==> src/rtl/rgb_seq_pkg.sv <==
`default_nettype none
// ============================================================================
// Module      : rgb_seq_pkg
// Description : Shared state encoding, address-width helper and palette entry
//               field layout for the RGB fade sequencer.
// Revision    : 1.0 - initial release
// ============================================================================
package rgb_seq_pkg;

    localparam logic [1:0] c_IDLE = 2'd0;
    localparam logic [1:0] c_FADE = 2'd1;
    localparam logic [1:0] c_HOLD = 2'd2;

    // Field slots inside a packed palette entry {hold, B, G, R}.
    localparam int c_FIELD_R    = 0;
    localparam int c_FIELD_G    = 1;
    localparam int c_FIELD_B    = 2;
    localparam int c_FIELD_HOLD = 3;

    function automatic int calcAw(input int depth);
        return (depth > 2) ? $clog2(depth) : 1;
    endfunction

    function automatic int fieldOffset(input int field, input int n);
        return field * n;
    endfunction

endpackage
`default_nettype wire

==> src/rtl/tick_prescaler.sv <==
`default_nettype none
// ============================================================================
// Module      : tick_prescaler
// Description : Free-running 0..COUNT-1 divider producing a one-cycle tick.
// Revision    : 1.0 - initial release
// ============================================================================
module tick_prescaler #(
    parameter int COUNT = 20000
) (
    input  logic i_clk,
    input  logic i_rst,
    input  logic i_clr,
    input  logic i_run,
    output logic o_tick
);

    localparam int              c_CW   = (COUNT > 2) ? $clog2(COUNT) : 1;
    localparam logic [c_CW-1:0] c_LAST = c_CW'(COUNT - 1);

    logic [c_CW-1:0] r_count;

    // Not gated by i_clr: the sequencer's clear request is itself derived from the tick.
    assign o_tick = i_run && (r_count == c_LAST);

    always_ff @(posedge i_clk or negedge i_rst) begin
        if (!i_rst) begin
            r_count <= '0;
        end else if (i_clr) begin
            r_count <= '0;
        end else if (i_run) begin
            r_count <= (r_count == c_LAST) ? '0 : r_count + c_CW'(1);
        end
    end

endmodule
`default_nettype wire

==> src/rtl/rgb_fade_sequencer.sv <==
`default_nettype none
// ============================================================================
// Module      : rgb_fade_sequencer
// Description : Steps an RGB LED through a programmable palette with linear
//               per-tick fades and per-entry hold times.
// Revision    : 1.0 - initial release
// ============================================================================
module rgb_fade_sequencer
    import rgb_seq_pkg::*;
#(
    parameter int N              = 8,
    parameter int DEPTH          = 4,
    parameter int STEP_CLK_COUNT = 20000,
    parameter int HOLD_W         = 8,
    localparam int AW            = calcAw(DEPTH)
) (
    input  logic              i_clk,
    input  logic              i_rst,
    input  logic              i_start,
    input  logic              i_stop,
    input  logic              i_loop,
    input  logic [AW-1:0]     i_lastIdx,
    input  logic              i_wrEn,
    input  logic [AW-1:0]     i_wrAddr,
    input  logic [N-1:0]      i_wrR,
    input  logic [N-1:0]      i_wrG,
    input  logic [N-1:0]      i_wrB,
    input  logic [HOLD_W-1:0] i_wrHold,
    output logic [N-1:0]      o_ledRDutyCycle,
    output logic [N-1:0]      o_ledGDutyCycle,
    output logic [N-1:0]      o_ledBDutyCycle,
    output logic              o_en,
    output logic              o_busy,
    output logic [AW-1:0]     o_idx,
    output logic              o_done
);

    localparam int            c_ENTRY_W  = 3 * N + HOLD_W;
    localparam int            c_OFF_R    = fieldOffset(c_FIELD_R, N);
    localparam int            c_OFF_G    = fieldOffset(c_FIELD_G, N);
    localparam int            c_OFF_B    = fieldOffset(c_FIELD_B, N);
    localparam int            c_OFF_HOLD = fieldOffset(c_FIELD_HOLD, N);
    localparam logic [AW-1:0] c_MAX_IDX  = AW'(DEPTH - 1);

    logic [c_ENTRY_W-1:0] r_palette [DEPTH];
    logic [1:0]           r_state;
    logic [N-1:0]         r_dutyR, r_dutyG, r_dutyB;
    logic                 r_en, r_busy, r_done;
    logic [AW-1:0]        r_idx, r_lastIdx;
    logic [HOLD_W-1:0]    r_holdCnt;

    logic [c_ENTRY_W-1:0] w_entry;
    logic [N-1:0]         w_tgtR, w_tgtG, w_tgtB;
    logic [N-1:0]         w_nextR, w_nextG, w_nextB;
    logic [HOLD_W-1:0]    w_hold;
    logic                 w_tick, w_startOk, w_advance, w_clr, w_run, w_atTarget;

    function automatic logic [N-1:0] stepToward(input logic [N-1:0] cur, input logic [N-1:0] tgt);
        if (cur < tgt)      return cur + N'(1);
        else if (cur > tgt) return cur - N'(1);
        else                return cur;
    endfunction

    // Targets are read live so a write to the active entry retargets the fade.
    assign w_entry    = r_palette[r_idx];
    assign w_tgtR     = w_entry[c_OFF_R +: N];
    assign w_tgtG     = w_entry[c_OFF_G +: N];
    assign w_tgtB     = w_entry[c_OFF_B +: N];
    assign w_hold     = w_entry[c_OFF_HOLD +: HOLD_W];
    assign w_nextR    = stepToward(r_dutyR, w_tgtR);
    assign w_nextG    = stepToward(r_dutyG, w_tgtG);
    assign w_nextB    = stepToward(r_dutyB, w_tgtB);
    assign w_atTarget = (w_nextR == w_tgtR) && (w_nextG == w_tgtG) && (w_nextB == w_tgtB);

    assign w_startOk  = i_start && !i_stop && (r_state == c_IDLE);
    assign w_advance  = (r_state == c_HOLD) && w_tick && (r_holdCnt == '0);
    assign w_clr      = w_startOk || i_stop || w_advance;
    assign w_run      = (r_state != c_IDLE);

    tick_prescaler #(
        .COUNT (STEP_CLK_COUNT)
    ) u_prescaler (
        .i_clk  (i_clk),
        .i_rst  (i_rst),
        .i_clr  (w_clr),
        .i_run  (w_run),
        .o_tick (w_tick)
    );

    always_ff @(posedge i_clk or negedge i_rst) begin
        if (!i_rst) begin
            for (int e = 0; e < DEPTH; e++) r_palette[e] <= '0;
        end else if (i_wrEn && (int'(i_wrAddr) < DEPTH)) begin
            r_palette[i_wrAddr] <= {i_wrHold, i_wrB, i_wrG, i_wrR};
        end
    end

    always_ff @(posedge i_clk or negedge i_rst) begin
        if (!i_rst) begin
            r_state   <= c_IDLE;
            r_dutyR   <= '0;
            r_dutyG   <= '0;
            r_dutyB   <= '0;
            r_en      <= 1'b0;
            r_busy    <= 1'b0;
            r_done    <= 1'b0;
            r_idx     <= '0;
            r_lastIdx <= '0;
            r_holdCnt <= '0;
        end else begin
            r_done <= 1'b0;
            if (i_stop) begin
                r_state <= c_IDLE;
                r_dutyR <= '0;
                r_dutyG <= '0;
                r_dutyB <= '0;
                r_en    <= 1'b0;
                r_busy  <= 1'b0;
            end else begin
                case (r_state)
                    c_IDLE: begin
                        if (i_start) begin
                            r_state   <= c_FADE;
                            r_idx     <= '0;
                            r_busy    <= 1'b1;
                            r_en      <= 1'b1;
                            r_lastIdx <= (int'(i_lastIdx) >= DEPTH) ? c_MAX_IDX : i_lastIdx;
                        end
                    end
                    c_FADE: begin
                        if (w_tick) begin
                            r_dutyR <= w_nextR;
                            r_dutyG <= w_nextG;
                            r_dutyB <= w_nextB;
                            if (w_atTarget) begin
                                r_state   <= c_HOLD;
                                r_holdCnt <= w_hold;
                            end
                        end
                    end
                    c_HOLD: begin
                        if (w_tick) begin
                            if (r_holdCnt != '0) begin
                                r_holdCnt <= r_holdCnt - HOLD_W'(1);
                            end else if (r_idx < r_lastIdx) begin
                                r_idx   <= r_idx + AW'(1);
                                r_state <= c_FADE;
                            end else if (i_loop) begin
                                r_idx   <= '0;
                                r_state <= c_FADE;
                            end else begin
                                r_state <= c_IDLE;
                                r_busy  <= 1'b0;
                                r_done  <= 1'b1;
                            end
                        end
                    end
                    default: r_state <= c_IDLE;
                endcase
            end
        end
    end

    assign o_ledRDutyCycle = r_dutyR;
    assign o_ledGDutyCycle = r_dutyG;
    assign o_ledBDutyCycle = r_dutyB;
    assign o_en            = r_en;
    assign o_busy          = r_busy;
    assign o_idx           = r_idx;
    assign o_done          = r_done;

endmodule
`default_nettype wire

==> config.mk <==
export PLATFORM = sky130hd
export DESIGN_NAME = rgb_fade_sequencer
export DESIGN_NICKNAME = d
export VERILOG_FILES = /design/src/rtl/rgb_seq_pkg.sv /design/src/rtl/tick_prescaler.sv /design/src/rtl/rgb_fade_sequencer.sv
export SDC_FILE = /design/constraint.sdc
export NUM_CORES = 1
export LEC_CHECK = 0
export BUFFER_PORTS_ARGS = -buffer_cell sky130_fd_sc_hd__buf_2
export CAP_MARGIN = 40
export CORE_MARGIN = 2
export CORE_UTILIZATION = 59
export DETAILED_ROUTE_END_ITERATION = 8
export PLACE_DENSITY = 0.78
export SLEW_MARGIN = 0
export SYNTH_ARGS = -nofsm -noshare
export SYNTH_HDL_FRONTEND = slang
export SYNTH_SLANG_ARGS = --single-unit
==> constraint.sdc <==
create_clock -name i_clk -period 9 [get_ports i_clk]
set_clock_uncertainty 0.05 [all_clocks]
set_input_delay 0.9 -clock i_clk [delete_from_list [all_inputs] [get_ports i_clk]]
set_output_delay 0.9 -clock i_clk [all_outputs]
set_load 0.01 [all_outputs]
==> results.yml <==
status:
  status: "completed"
logic_synthesis:
  synthTopCellsByCount: "dfrtp_1 (184), mux2_2 (133), nand2_1 (59), nor2_1 (56), a21oi_1 (53)"
  yosys_warnings: 0
  synth_area_leader_cell: "dfrtp_1"
  avgSynthCellArea_um2: 11.3
  synth_edf_count: 0
  syn_inst: 909
  yosysUniqueCellTypes: 64
  synth_area_um2: 10200
  synth_most_common_cell: "dfrtp_1"
  synth.area.top_cells: "dfrtp_1 (45%), mux2_2 (15%), mux4_2 (5.1%)"
  yosysSeqAreaShare_pct: 45.0
  syn-num-nets: 984
  ys_ff_latch: 184
  synth_top_cell_area_share_pct: 45.0
  async_reset_ff_share_pct: 100
  synthFlopType: "dfrtp_1"
grt:
  antenna_found_initial: 1
  grt_pass1_wl_mm: 38.1
  use_met3_pct: 3.93
  grt_overflow_total: 0
  top_usage_layer: "met2"
  grt_pass1_vias: 7414
  grt_usage_pct: 26.5
  grt_max_degree: 71
  grtUsageMet2_pct: 42.1
  use_met1_pct: 38.1
worst_setup_path:
  start_kind: "register"
  path_class: "reg2reg"
  crit_fanout: 26
  endpoint_kind: "register"
  required_ps: 9300
  max_stage_delay_ps: 720
  slowest_stage: "mux4_1"
  path_delay_family: "simple AND/OR/NAND/NOR gates"
  worstPathArrival_ps: 5830
  crit_chain: "buf_4 > mux4_1 > inv_1 > ha_1 > nand4_1 > or2_0 > a31oi_4 > xnor2_1 > a2111oi_2 > nand4b_1 > or4_4 > nor4_4 > a31o_4 > nor3b_4 > mux2i_1"
  worstPathBufferInverterCount: 2
clock_tree:
  cts_resized: 0
  clock_latency_ps: 430
  cts_buffer_depth: 2
  clk_pin_slew_ps: 70
  root_buffer: "clkbuf_16"
  cts_tree: "done"
  cts.sinks: 184
  cts_setup_buffers: 0
  hold_buffers: 0
  h-tree-depth: 4
  cts_buffers: 17
floorplanning:
  dieArea_um2: 18400
  initial_core_util_pct: 59.8
  ios: 71
  core_area_um2: 17100
  die_x_um: 136
  rows: 48
  die_h_um: 136
layout:
  nNetsFinal: 1046
  fillCellCount: 1243
  drive_gt1_share_pct: 28.8
  fin_cells: 1210
  regArea_um2: 4610
  multi_input_area_um2: 5350
  area_growth_syn_to_layout_pct: 12.3
pwr:
  p_per_area_nw_per_um2: 186
  ir_worst_vdd_mv: 0.147
  cellLeakagePower_uw: 0.00495
  fin_total_pwr_uw: 2140
timing:
  setup_violations: 0
  fmax_mhz: 181
  period_share_pct: 61.5
  hold_viol_final: 0
  rsz0062_at_grt: "no"
  tightestPinTransition_ps: 888
  setup-tns-final_ps: 0
  finalCriticalPeriod_ps: 5540
  max_slew_margin_pct: 40.8
  slew_viol_final: 0
detailed_routing:
  wl_mm: 23.3
  drtPass1Iterations: 5
  drc: 0
  routedWlPerCell_um: 19.3
  drt_iter0_markers: 608
  route.antenna.remaining_nets: 0
  vias: 7483
  vias_per_cell: 6.18
placed_design:
  hpwl_mm: 15.7
  io_buffers: 70
  dp.cells: 1177
  gp_congestion: 0.947
hold_path:
  hold_path.class: "in2async"
job:
  drv_cap: 0
[where the power goes]
part           internal [µW]  total (µW)  switching (µW)
logic                    187         355             169
clock network            452         788             336
registers                939         998            58.8
total                   1580        2140             564
[cells by family after synthesis]
group	after synthesis	synth area share [%]
AO/OA/AOI/OAI	165	10.1
XOR/XNOR	50	4.42
adder cells (fa/ha/maj)	33	4.03
buffers and inverters	74	2.85
flip-flops	184	45.0
multiplexers	171	22.1
AND/OR/NAND/NOR	232	11.5
[cell usage in the layout (no fill, tap or decap), drive strengths merged, types with 10 or more instances in the layout]
cell    Yosys  layout
a21oi      53      53
mux4       29      29
nand2      59      59
xor2       15      15
or3        16      16
nor2       56      56
o21ai      45      45
and3       12      12
o211ai     10      10
nand4      11      11
xnor2      35      35
inv        34      39
nor4       11      11
clkbuf     27      21
buf        13      82
dfrtp     184     184
mux2      133     133
nand3      24      24
ha         33      33
[worst reg2reg max path: stages (launching register included)]
cell,delay (ps)
dfrtp_2,610
buf_4,490
mux4_1,730
inv_1,140
ha_1,150
nand4_1,160
or2_0,400
a31oi_4,250
xnor2_1,120
a2111oi_2,340
nand4b_1,170
or4_4,550
nor4_4,440
a31o_4,260
nor3b_4,380
mux2i_1,230
[state kept, by name, indices dropped and copies added, names as in the netlist]
name                 count
o_busy                   1
r_lastIdx                2
o_done                   1
o_en                     1
u_prescaler.r_count     15
o_ledRDutyCycle          8
o_idx                    2
o_ledBDutyCycle          8
o_ledGDutyCycle          8
r_holdCnt                8
r_state                  2
r_palette              128
[layout make-up]
type                       count  area share [%]
timing repair buffer          83            4.50
tap                          225            2.45
clock buffer                  21            3.92
sequential                   184            40.1
inverter                      34            1.11
antenna                        1          0.0218
multi-input combinational    651            46.5
clock inverter                11            1.39
[per-layer routing]
| metal | share of wire [%] | vias to the layer above |
|---|---|---|
| li1 | - | 3459 |
| met1 | 46 | 3717 |
| met2 | 47 | 267 |
| met3 | 5.5 | 40 |
| met4 | 1.8 | 0 |
| met5 | 0 | - |
[final timing paths]
path                                                 from                              to  slack (ps)  cells after the start
worst min-delay path                                i_rst  o_ledGDutyCycle[1]$_DFFE_PN0P_         320                      1
worst max register to register       o_idx[0]$_DFFE_PN0P_        r_holdCnt[1]$_DFFE_PN0P_        3460                     15
min in group i_clk              r_palette[28]$_DFFE_PN0P_       r_palette[28]$_DFFE_PN0P_         450                      1
worst max-delay path                 o_idx[0]$_DFFE_PN0P_        r_holdCnt[1]$_DFFE_PN0P_        3460                     15
max in group asynchronous                           i_rst            o_idx[1]$_DFFE_PN0P_        7200                      5
worst min register to register  r_palette[28]$_DFFE_PN0P_       r_palette[28]$_DFFE_PN0P_         450                      1
[through the flow]
step	utilization (%)	setup WS, ps	hold slack, ps	instance area (µm²)
floorplan	-	4060	401	10200
global placement	63.0	3580	427	10800
detailed placement	63.6	3490	436	10900
CTS	67.1	3460	331	11500
global route	67.1	3160	353	11500
finish	67.2	3460	320	11500
Power figures use the tool's default switching activity.
